<file path="src/rtl/l2_cache_ctrl_nway_if.sv">
// Bundle between the L2 control FSM and its surroundings (CPU port, tag/data datapath, memory port).
// The master modport is the controller; the slave modport is the CPU/datapath/memory side.
interface l2_cache_ctrl_nway_if #(
  parameter int WAYS = 4
);
  localparam int WIDX = $clog2(WAYS);

  // Handshakes: a CPU request is valid while exactly one of mem_read/mem_write is high and is held
  // until the single-cycle mem_resp; pmem_read/pmem_write are held until the single-cycle pmem_resp.
  logic            mem_read;
  logic            mem_write;
  logic            mem_resp;
  logic [WAYS-1:0] hit;
  logic [WAYS-1:0] valid_in;
  logic [WAYS-1:0] dirty_in;
  logic [WIDX-1:0] lru_way;
  logic            load_lru;
  logic [WIDX-1:0] mru_way;
  logic [WAYS-1:0] load_tag;
  logic [WAYS-1:0] load_valid;
  logic [WAYS-1:0] load_dirty;
  logic [WAYS-1:0] load_data;
  logic            dirty_set;
  logic            data_in_sel;
  logic [WIDX-1:0] data_way_sel;
  logic            pmemaddr_sel;
  logic            pmem_read;
  logic            pmem_write;
  logic            pmem_resp;
  logic            multi_hit_err;
  logic [1:0]      state_dbg;

  modport master (
    input  mem_read, mem_write, hit, valid_in, dirty_in, lru_way, pmem_resp,
    output mem_resp, load_lru, mru_way, load_tag, load_valid, load_dirty, load_data,
           dirty_set, data_in_sel, data_way_sel, pmemaddr_sel, pmem_read, pmem_write,
           multi_hit_err, state_dbg
  );

  modport slave (
    output mem_read, mem_write, hit, valid_in, dirty_in, lru_way, pmem_resp,
    input  mem_resp, load_lru, mru_way, load_tag, load_valid, load_dirty, load_data,
           dirty_set, data_in_sel, data_way_sel, pmemaddr_sel, pmem_read, pmem_write,
           multi_hit_err, state_dbg
  );
endinterface

</file>
<file path="src/rtl/l2_cache_ctrl_nway.sv">
// N-way set-associative write-back L2 control FSM: PROCESS, WRITE_BACK, FETCH.
// Optional macro L2_INVALID_FIRST_EN: miss victim is the lowest invalid way when one exists.
module l2_cache_ctrl_nway #(
  parameter int WAYS = 4
) (
  input logic                  clk,
  input logic                  rst,
  l2_cache_ctrl_nway_if.master bus
);
  localparam int WIDX = $clog2(WAYS);

  typedef enum logic [1:0] {
    PROCESS    = 2'd0,
    WRITE_BACK = 2'd1,
    FETCH      = 2'd2
  } state_t;

  state_t          state_q, state_d;
  logic [WIDX-1:0] victim_q, victim_d;
  logic [WIDX-1:0] victim;
  logic [WIDX-1:0] hit_way;
  logic            multi_hit_q, multi_hit_d;
  logic            multi_hit;
  logic            seen;
  logic            req;
  logic            any_hit;
  logic            need_wb;
  logic [WAYS-1:0] hit_oh;
  logic [WAYS-1:0] victim_oh;

  assign req               = bus.mem_read ^ bus.mem_write;
  assign any_hit           = |bus.hit;
  assign hit_oh            = WAYS'(1) << hit_way;
  assign victim_oh         = WAYS'(1) << victim_q;
  assign bus.multi_hit_err = multi_hit_q;
  assign bus.state_dbg     = state_q;

  // Lowest-index hit wins; any further hit bit flags a tag-array inconsistency.
  always_comb begin
    hit_way   = '0;
    multi_hit = 1'b0;
    seen      = 1'b0;
    for (int i = 0; i < WAYS; i++) begin
      if (bus.hit[i]) begin
        if (seen) begin
          multi_hit = 1'b1;
        end else begin
          hit_way = WIDX'(i);
          seen    = 1'b1;
        end
      end
    end
  end

`ifdef L2_INVALID_FIRST_EN
  always_comb begin
    victim = bus.lru_way;
    for (int i = WAYS - 1; i >= 0; i--) begin
      if (!bus.valid_in[i]) victim = WIDX'(i);
    end
  end
`else
  always_comb begin
    victim = bus.lru_way;
  end
`endif

  // An invalid victim holds nothing worth saving, whichever way it was picked.
  assign need_wb = bus.valid_in[victim] & bus.dirty_in[victim];

  always_comb begin
    state_d          = state_q;
    victim_d         = victim_q;
    multi_hit_d      = multi_hit_q;
    bus.mem_resp     = 1'b0;
    bus.load_lru     = 1'b0;
    bus.mru_way      = '0;
    bus.load_tag     = '0;
    bus.load_valid   = '0;
    bus.load_dirty   = '0;
    bus.load_data    = '0;
    bus.dirty_set    = 1'b0;
    bus.data_in_sel  = 1'b0;
    bus.data_way_sel = '0;
    bus.pmemaddr_sel = 1'b0;
    bus.pmem_read    = 1'b0;
    bus.pmem_write   = 1'b0;
    case (state_q)
      PROCESS: begin
        if (req) begin
          if (any_hit) begin
            bus.mem_resp     = 1'b1;
            bus.load_lru     = 1'b1;
            bus.mru_way      = hit_way;
            bus.data_way_sel = hit_way;
            if (bus.mem_write) begin
              bus.load_data = hit_oh;
              bus.load_dirty = hit_oh;
              bus.dirty_set = 1'b1;
            end
            if (multi_hit) multi_hit_d = 1'b1;
          end else begin
            victim_d = victim;
            state_d  = need_wb ? WRITE_BACK : FETCH;
          end
        end
      end
      WRITE_BACK: begin
        bus.pmem_write   = 1'b1;
        bus.pmemaddr_sel = 1'b1;
        bus.data_way_sel = victim_q;
        if (bus.pmem_resp) state_d = FETCH;
      end
      FETCH: begin
        bus.pmem_read = 1'b1;
        // The line is installed clean; the replayed request then hits in PROCESS.
        if (bus.pmem_resp) begin
          bus.load_data   = victim_oh;
          bus.load_tag    = victim_oh;
          bus.load_valid  = victim_oh;
          bus.load_dirty  = victim_oh;
          bus.data_in_sel = 1'b1;
          state_d         = PROCESS;
        end
      end
      default: state_d = PROCESS;
    endcase
  end

  always_ff @(posedge clk) begin
    if (rst) begin
      state_q     <= PROCESS;
      victim_q    <= '0;
      multi_hit_q <= 1'b0;
    end else begin
      state_q     <= state_d;
      victim_q    <= victim_d;
      multi_hit_q <= multi_hit_d;
    end
  end
endmodule

</file>
<file path="src/flat_wrapper.sv">
// flat-port wrapper written by rule: the top's interface ports become plain ports
module l2_cache_ctrl_nway_flat 
#(
  parameter int WAYS = 4
)
  (clk, rst, bus_mem_read, bus_mem_write, bus_hit, bus_valid_in, bus_dirty_in, bus_lru_way, bus_pmem_resp, bus_mem_resp, bus_load_lru, bus_mru_way, bus_load_tag, bus_load_valid, bus_load_dirty, bus_load_data, bus_dirty_set, bus_data_in_sel, bus_data_way_sel, bus_pmemaddr_sel, bus_pmem_read, bus_pmem_write, bus_multi_hit_err, bus_state_dbg);
  l2_cache_ctrl_nway_if #(.WAYS(WAYS)) bus_i ();
  input logic clk;
  input logic rst;
  input wire logic [$bits(bus_i.mem_read)-1:0] bus_mem_read;
  input wire logic [$bits(bus_i.mem_write)-1:0] bus_mem_write;
  input wire logic [$bits(bus_i.hit)-1:0] bus_hit;
  input wire logic [$bits(bus_i.valid_in)-1:0] bus_valid_in;
  input wire logic [$bits(bus_i.dirty_in)-1:0] bus_dirty_in;
  input wire logic [$bits(bus_i.lru_way)-1:0] bus_lru_way;
  input wire logic [$bits(bus_i.pmem_resp)-1:0] bus_pmem_resp;
  output wire logic [$bits(bus_i.mem_resp)-1:0] bus_mem_resp;
  output wire logic [$bits(bus_i.load_lru)-1:0] bus_load_lru;
  output wire logic [$bits(bus_i.mru_way)-1:0] bus_mru_way;
  output wire logic [$bits(bus_i.load_tag)-1:0] bus_load_tag;
  output wire logic [$bits(bus_i.load_valid)-1:0] bus_load_valid;
  output wire logic [$bits(bus_i.load_dirty)-1:0] bus_load_dirty;
  output wire logic [$bits(bus_i.load_data)-1:0] bus_load_data;
  output wire logic [$bits(bus_i.dirty_set)-1:0] bus_dirty_set;
  output wire logic [$bits(bus_i.data_in_sel)-1:0] bus_data_in_sel;
  output wire logic [$bits(bus_i.data_way_sel)-1:0] bus_data_way_sel;
  output wire logic [$bits(bus_i.pmemaddr_sel)-1:0] bus_pmemaddr_sel;
  output wire logic [$bits(bus_i.pmem_read)-1:0] bus_pmem_read;
  output wire logic [$bits(bus_i.pmem_write)-1:0] bus_pmem_write;
  output wire logic [$bits(bus_i.multi_hit_err)-1:0] bus_multi_hit_err;
  output wire logic [$bits(bus_i.state_dbg)-1:0] bus_state_dbg;
  assign bus_i.mem_read = bus_mem_read;
  assign bus_i.mem_write = bus_mem_write;
  assign bus_i.hit = bus_hit;
  assign bus_i.valid_in = bus_valid_in;
  assign bus_i.dirty_in = bus_dirty_in;
  assign bus_i.lru_way = bus_lru_way;
  assign bus_i.pmem_resp = bus_pmem_resp;
  assign bus_mem_resp = bus_i.mem_resp;
  assign bus_load_lru = bus_i.load_lru;
  assign bus_mru_way = bus_i.mru_way;
  assign bus_load_tag = bus_i.load_tag;
  assign bus_load_valid = bus_i.load_valid;
  assign bus_load_dirty = bus_i.load_dirty;
  assign bus_load_data = bus_i.load_data;
  assign bus_dirty_set = bus_i.dirty_set;
  assign bus_data_in_sel = bus_i.data_in_sel;
  assign bus_data_way_sel = bus_i.data_way_sel;
  assign bus_pmemaddr_sel = bus_i.pmemaddr_sel;
  assign bus_pmem_read = bus_i.pmem_read;
  assign bus_pmem_write = bus_i.pmem_write;
  assign bus_multi_hit_err = bus_i.multi_hit_err;
  assign bus_state_dbg = bus_i.state_dbg;
  l2_cache_ctrl_nway #(.WAYS(WAYS)) u_core (.clk(clk), .rst(rst), .bus(bus_i));
endmodule
</file>
<file path="config.mk">
export PLATFORM = sky130hd
export DESIGN_NAME = l2_cache_ctrl_nway_flat
export DESIGN_NICKNAME = d
export VERILOG_FILES = /design/src/rtl/l2_cache_ctrl_nway_if.sv /design/src/rtl/l2_cache_ctrl_nway.sv /design/src/flat_wrapper.sv
export SDC_FILE = /design/constraint.sdc
export NUM_CORES = 1
export LEC_CHECK = 0
export CORE_ASPECT_RATIO = 1.25
export CORE_MARGIN = 2
export CORE_UTILIZATION = 31
export DETAILED_ROUTE_END_ITERATION = 8
export GPL_ROUTABILITY_DRIVEN = 0
export PLACE_DENSITY_LB_ADDON = 0.12
export SLEW_MARGIN = 20
export SYNTH_ARGS = -nofsm -noshare
export SYNTH_HDL_FRONTEND = slang
export SYNTH_SLANG_ARGS = --single-unit
</file>
<file path="constraint.sdc">
create_clock -name clk -period 2.3 [get_ports clk]
set_input_delay 0.46 -clock clk [delete_from_list [all_inputs] [get_ports clk]]
set_output_delay 0.46 -clock clk [all_outputs]
set_load 0.02 [all_outputs]
</file>
==> impl_metrics.env, run 1 <==
export IMPL_crit_type="input pin to output port"
export IMPL_clockBufferDepth=2
export IMPL_cts_num_sinks=5
export IMPL_cp_end_kind="output port"
export IMPL_dieArea_um2=2215
export IMPL_post_dp_cell_area_um2=1166
export IMPL_power_density_nw_per_um2=312.4
export IMPL_dr_total_vias=803
export IMPL_setup_viol=0
export IMPL_drcViolationCount=0
export IMPL_cts_root_buf="clkbuf_4"
export IMPL_leakagePower_uw=0.0005825
export IMPL_cp_arrival_ps=1790
export IMPL_wl_um=1953
export IMPL_post_route_period_util_pct=98.02
export IMPL_rows=17
export IMPL_critPathMaxStageDelay_ps=410
export IMPL_slowest_stage="clkdlybuf4s50_1"
export IMPL_synthesis_instances=73
export IMPL_nets=158
export IMPL_met3_usage_pct=2.778
export IMPL_cpLargestDelayFamily="buffers and inverters"
export IMPL_fin_area_um2=1152
export IMPL_die_h_um=52.12
export IMPL_p_total_uw=360.0
export IMPL_seq_area_um2=100.1
export IMPL_synth_simple_gate_area_share_pct=34.42
export IMPL_overflow=0
export IMPL_grt_usage_pct=18.60
export IMPL_antenna_found_initial=0
export IMPL_hold_violations=0
export IMPL_ios=49
export IMPL_syn_area_per_cell_um2=7.867
export IMPL_worst_path_buf_inv=3
export IMPL_first_pass_iters=4
export IMPL_synthMuxAreaShare_pct=7.625
export IMPL_fill_cells=170
export IMPL_slew_limit_headroom_pct=80.85
export IMPL_synth_edff_count=0
export IMPL_slew_viol_final=0
export IMPL_detail_route_antenna_nets=0
export IMPL_grt_pass1_wl_um=3098
export IMPL_top_usage_layer="met2"
export IMPL_synth_compound_area_share_pct=18.52
export IMPL_synth_ff_type="dfxtp_1"
export IMPL_place_inst=151
export IMPL_clkTransAtPathRegs_ps=50
export IMPL_async_reset_ff_share_pct=0
export IMPL_area_delta_synth_final_pct=100.7
export IMPL_grt_pass1_vias=772
export IMPL_synth_top_family_by_area="simple AND/OR/NAND/NOR gates"
export IMPL_die_w_um=42.50
export IMPL_clk_latency_ps=250
export IMPL_startpoint_type="input pin"
export IMPL_instances_no_fill=157
export IMPL_cts_tree="yes"
export IMPL_multiInputGateArea_um2=414.1
export IMPL_cts_hold_buffers=0
export IMPL_synth_distinct_cells=33
export IMPL_crit_chain="clkdlybuf4s50_1, nor2b_2, buf_4, and4b_1, a31o_2, buf_2"
export IMPL_cts_buffers=3
export IMPL_cap_violations=0
export IMPL_synth_xor_area_share_pct=3.050
export IMPL_rsz0062_at_grt="no"
export IMPL_final_layout_size_suffix_gt1_share_pct=44.93
export IMPL_htree_levels=1
export IMPL_grt_use_met2_pct=36.41
export IMPL_holdWs_ps=556.6
export IMPL_wl_per_cell_um=12.44
export IMPL_io_buffer_count=48
export IMPL_gr_usage_met1_pct=17.40
export IMPL_yosysWarnings=0
export IMPL_cp_required_ps=1840
export IMPL_start_util_pct=32.53
export IMPL_critPathMaxFanout=4
export IMPL_ir_drop_mv=0.2251
export IMPL_syn_cell_area_um2=574.3
export IMPL_yosysSeqAreaShare_pct=17.43
export IMPL_fmax_mhz=443.6
export IMPL_setup_tns_ps=0
export IMPL_synthAdderAreaFrac_pct=1.743
export IMPL_finalCriticalPeriod_ps=2255
export IMPL_via_per_inst=5.115
export IMPL_dpl_hpwl_um=1594
export IMPL_grt_max_degree=11
export IMPL_tightest_slew_ps=284.2
export IMPL_clock_skew_ps=10.57
export IMPL_outcome="finished clean"
export IMPL_ys_ff_latch=5
export IMPL_core_um2=1765
export IMPL_n_antenna_cell=0
export IMPL_drtIter0Drc=7
export IMPL_synth_net_count=92
export IMPL_min_path_type="flop to flop"
-- cells by family (layout without fill, tap and decap cells) --
group | after synthesis | after routing
buffers and inverters | 14 | 79
DFF | 5 | 5
AOI/OAI and AO/OA | 14 | 14
muxes | 3 | 3
and+or+nand+nor | 34 | 34
adders and majority gates | 1 | 1
xor gates and xnor gates | 2 | 2
-- sequential cells by signal, indices dropped and copies added (netlist names) --
register / count
u_core.bus.multi_hit_err: 1
u_core.victim_q: 2
u_core.bus.state_dbg: 2
-- final timing paths --
check,from,slack (ps),cells past startpoint,to
worst max-delay path,bus_pmem_resp,50,6,bus_load_dirty[2]
worst min-delay path,u_core.victim_q[0]$_SDFFE_PP0P_,560,2,u_core.victim_q[0]$_SDFFE_PP0P_
worst max register to register,u_core.bus.state_dbg[1]$_SDFFE_PP0P_,970,5,u_core.bus.state_dbg[0]$_SDFFE_PP0P_
worst min register to register,u_core.victim_q[0]$_SDFFE_PP0P_,560,2,u_core.victim_q[0]$_SDFFE_PP0P_
-- where the power goes --
part	switching (µW)	internal (µW)
sequential	2.45	89.6
clock	43.4	63.4
combinational	72.9	88.4
-- synth_stat cells, drive strengths merged, types with 2 or more instances --
library cell | number | share of area (%)
a21oi | 3 | 2.6
a31o | 2 | 3.1
and4b | 2 | 3.5
buf | 12 | 16
dfxtp | 5 | 17
inv | 2 | 1.3
nand2 | 8 | 5.2
nand4 | 2 | 2.2
nor2 | 5 | 3.3
nor2b | 3 | 3.3
nor3 | 3 | 2.6
nor3b | 2 | 2.6
nor4 | 3 | 3.3
o31ai | 3 | 3.9
o41ai | 2 | 3.1
-- metrics by stage --
stage	util [%]	worst slack, ps
floorplan	-	146.4
global placement	66.05	-454.7
detailed placement	66.05	-512.6
CTS	66.12	6.861
global route	65.27	0.5466
finish	65.27	45.49
-- area by class of cell --
| class | instances | area share [%] |
|---|---|---|
| clock buffer | 3 | 1.954 |
| inverter | 2 | 0.6515 |
| sequential | 5 | 8.686 |
| clock inverter | 1 | 0.4343 |
| tap | 19 | 2.063 |
| multi-input combinational | 54 | 35.94 |
| timing repair buffer | 73 | 50.27 |
-- routing by layer --
| layer | share of wire [%] | vias to the layer above |
|---|---|---|
| li1 | - | 398 |
| met1 | 34 | 360 |
| met2 | 56 | 38 |
| met3 | 6.9 | 7 |
| met4 | 2.7 | 0 |
| met5 | 0 | - |
-- layout by cell type (no fill, tap or decap), types with 3 or more instances in the layout --
cell,count
clkbuf_4,3
dlygate4sd2_1,5
clkdlybuf4s50_1,21
nor2_1,5
nor3_1,3
buf_2,14
dfxtp_1,5
o31ai_1,3
a21oi_1,3
clkbuf_2,3
nand2_1,8
buf_4,26
-- tightest hold or removal path, delay by kind of cell (launching register included) --
family	cells	cell delay (ps)
flops	1	360
compound gates	2	150
-- repair_timing --
item	in CTS	in global routing
buffers inserted	2	0
pin swaps	2	0
gates resized for setup	83	12
cloned	0	0
endpoints found under the setup margin	24	8
No activity file was read; power rests on OpenSTA's default activity.
==> run 2: changes to the inputs <==
ABC_AREA = 0   (was unset)
TNS_END_PERCENT = 20   (was unset)
==> run 2 against run 1 <==
Net effect:
- core utilization is 0.43 points higher
- via count is 0.87% lower
- worst setup slack worse by 3.8 ps
- non-clock buffer count is 1 lower
- clock skew hardly changed
- sequential cell count stayed put
- critical path depth stayed put
- register-to-register slack hardly changed
- clock power hardly changed
- fmax is 0.17% lower
- wire length is 3.7% lower
- die area stayed put
- critical path type unchanged
- critical endpoint unchanged
- largest power group unchanged
==> impl_metrics.env, run 2 (synthesis results as in run 1) <==
export IMPL_clkTransAtPathRegs_ps=50
export IMPL_post_dp_cell_area_um2=1166
export IMPL_die_w_um=42.50
export IMPL_drcViolationCount=0
export IMPL_io_buffer_count=48
export IMPL_core_um2=1765
export IMPL_clk_latency_ps=250
export IMPL_cts_hold_buffers=0
export IMPL_fin_area_um2=1160
export IMPL_setup_viol=0
export IMPL_htree_levels=1
export IMPL_p_sw_share_pct=32.70
export IMPL_ir_drop_mv=0.2212
export IMPL_area_delta_synth_final_pct=102.0
export IMPL_mostFrequentLayoutCells="24 x buf_4, 19 x clkdlybuf4s50_1, 12 x buf_2"
export IMPL_holdWs_ps=556.4
export IMPL_overflow=0
export IMPL_rsz0062_at_grt="yes"
export IMPL_power_density_nw_per_um2=306.2
export IMPL_wl_um=1880
export IMPL_grt_usage_pct=17.95
export IMPL_grt_pass1_vias=746
export IMPL_rows=17
export IMPL_power_frac_comb_pct=44.3
export IMPL_cts_root_buf="clkbuf_4"
export IMPL_cts_num_sinks=5
export IMPL_clock_skew_ps=10.62
export IMPL_n_antenna_cell=0
export IMPL_cap_violations=0
export IMPL_grt_max_degree=11
export IMPL_hold_violations=0
export IMPL_post_route_period_util_pct=98.19
export IMPL_cp_end_kind="output port"
export IMPL_dr_total_vias=796
export IMPL_wl_per_cell_um=12.05
export IMPL_cp_arrival_ps=1800
export IMPL_multiInputGateArea_um2=414.1
export IMPL_seqPwrFrac_pct=25.9
export IMPL_startpoint_type="input pin"
export IMPL_nets=157
export IMPL_critPathMaxFanout=4
export IMPL_min_from="u_core.victim_q[0]$_SDFFE_PP0P_"
export IMPL_detail_route_antenna_nets=0
export IMPL_antenna_found_initial=0
export IMPL_switchingPower_uw=116.1
export IMPL_dieArea_um2=2215
export IMPL_finalCriticalPeriod_ps=2258
export IMPL_crit_type="input pin to output port"
export IMPL_tightest_slew_ps=264.6
export IMPL_die_h_um=52.12
export IMPL_cts_tree="yes"
export IMPL_grt_pass1_wl_um=3008
export IMPL_cts_buffers=3
export IMPL_instances_no_fill=156
export IMPL_p_int_uw=239.0
export IMPL_r2r_start="u_core.bus.state_dbg[1]$_SDFFE_PP0P_"
export IMPL_mostFrequentLayoutCell="buf_4"
export IMPL_outcome="finished clean"
export IMPL_fmax_mhz=442.8
export IMPL_drtIter0Drc=7
export IMPL_p_total_uw=355.2
export IMPL_via_per_inst=5.103
export IMPL_first_pass_iters=4
export IMPL_postLayoutCoreUtil_pct=65.70
export IMPL_slew_limit_headroom_pct=82.13
export IMPL_leakagePower_uw=0.0005978
export IMPL_cp_startpoint="bus_pmem_resp"
export IMPL_slew_viol_final=0
export IMPL_pwr_share_clk_pct=29.8
export IMPL_seq_area_um2=100.1
export IMPL_fill_cells=170
export IMPL_clockBufferDepth=2
export IMPL_dpl_hpwl_um=1594
export IMPL_cp_required_ps=1840
export IMPL_ios=49
export IMPL_place_inst=151
export IMPL_min_path_type="flop to flop"
export IMPL_start_util_pct=32.53
export IMPL_final_layout_size_suffix_gt1_share_pct=42.34
## run 2: changes by cell type in the layout (fill, tap and decap cells not counted), sizes merged
cell,delta
buf,-4
clkdlybuf4s50,-2
dlygate4sd2,+2
dlymetal6s2s,+2
clkdlybuf4s15,+1
## run 2: per-layer routing
| metal | global-route usage [%] | share of wire, % | wire (µm) | vias up |
|---|---|---|---|---|
| met1 | 17.40 | 34 | 644 | 355 |
| met3 | 2.778 | 8.3 | 156 | 5 |
| met2 | 35.13 | 56 | 1044 | 41 |
| met5 | 0 | 0 | 0 | - |
| li1 | - | - | - | 395 |
| met4 | 10.42 | 1.9 | 35 | 0 |
## run 2: power by group through the flow
stage	combinational, µW	sequential, µW	clock, µW
2_1_floorplan	65.2	96.6	0
3_3_place_gp	162	93.4	0
3_5_place_dp	164	93.7	0
4_1_cts	158	92.0	107
5_1_grt	169	92.2	111
6_report	157	92.0	106
## run 2: critical path, stage by stage
cell and delay (ps):
clkdlybuf4s50_1 410, nor2b_2 170, buf_4 140, and4b_1 230, a31o_2 230, buf_2 150
## run 2: layout make-up
class | instances | area share, %
clock buffers | 3 | 1.942
repair buffers | 72 | 50.59
inverters | 2 | 0.6473
well taps | 19 | 2.050
flip-flops and latches | 5 | 8.630
multi-input cells | 54 | 35.71
clock inverters | 1 | 0.4315
## run 2: path summary, 6_finish.rpt
check	to	slack, ps	cells past startpoint
worst max-delay path	bus_load_dirty[2]	40	6
worst min register to register	u_core.victim_q[0]$_SDFFE_PP0P_	560	2
worst min-delay path	u_core.victim_q[0]$_SDFFE_PP0P_	560	2
worst max register to register	u_core.bus.state_dbg[0]$_SDFFE_PP0P_	970	5
## run 2: stage by stage
| stage | setup slack [ps] | setup TNS (ps) |
|---|---|---|
| 5_1_grt | -3.480 | -3.480 |
| 3_5_place_dp | -512.6 | -8812 |
| 2_1_floorplan | 146.4 | 0 |
| 3_3_place_gp | -454.7 | -8245 |
| 6_report | 41.66 | 0 |
| 4_1_cts | 6.861 | 0 |
## run 2: repair_timing
item,4_1_cts,5_1_grt
endpoints found under the setup margin,24,10
setup buffers,1,0
resized for setup,73,15
pin swaps,2,1
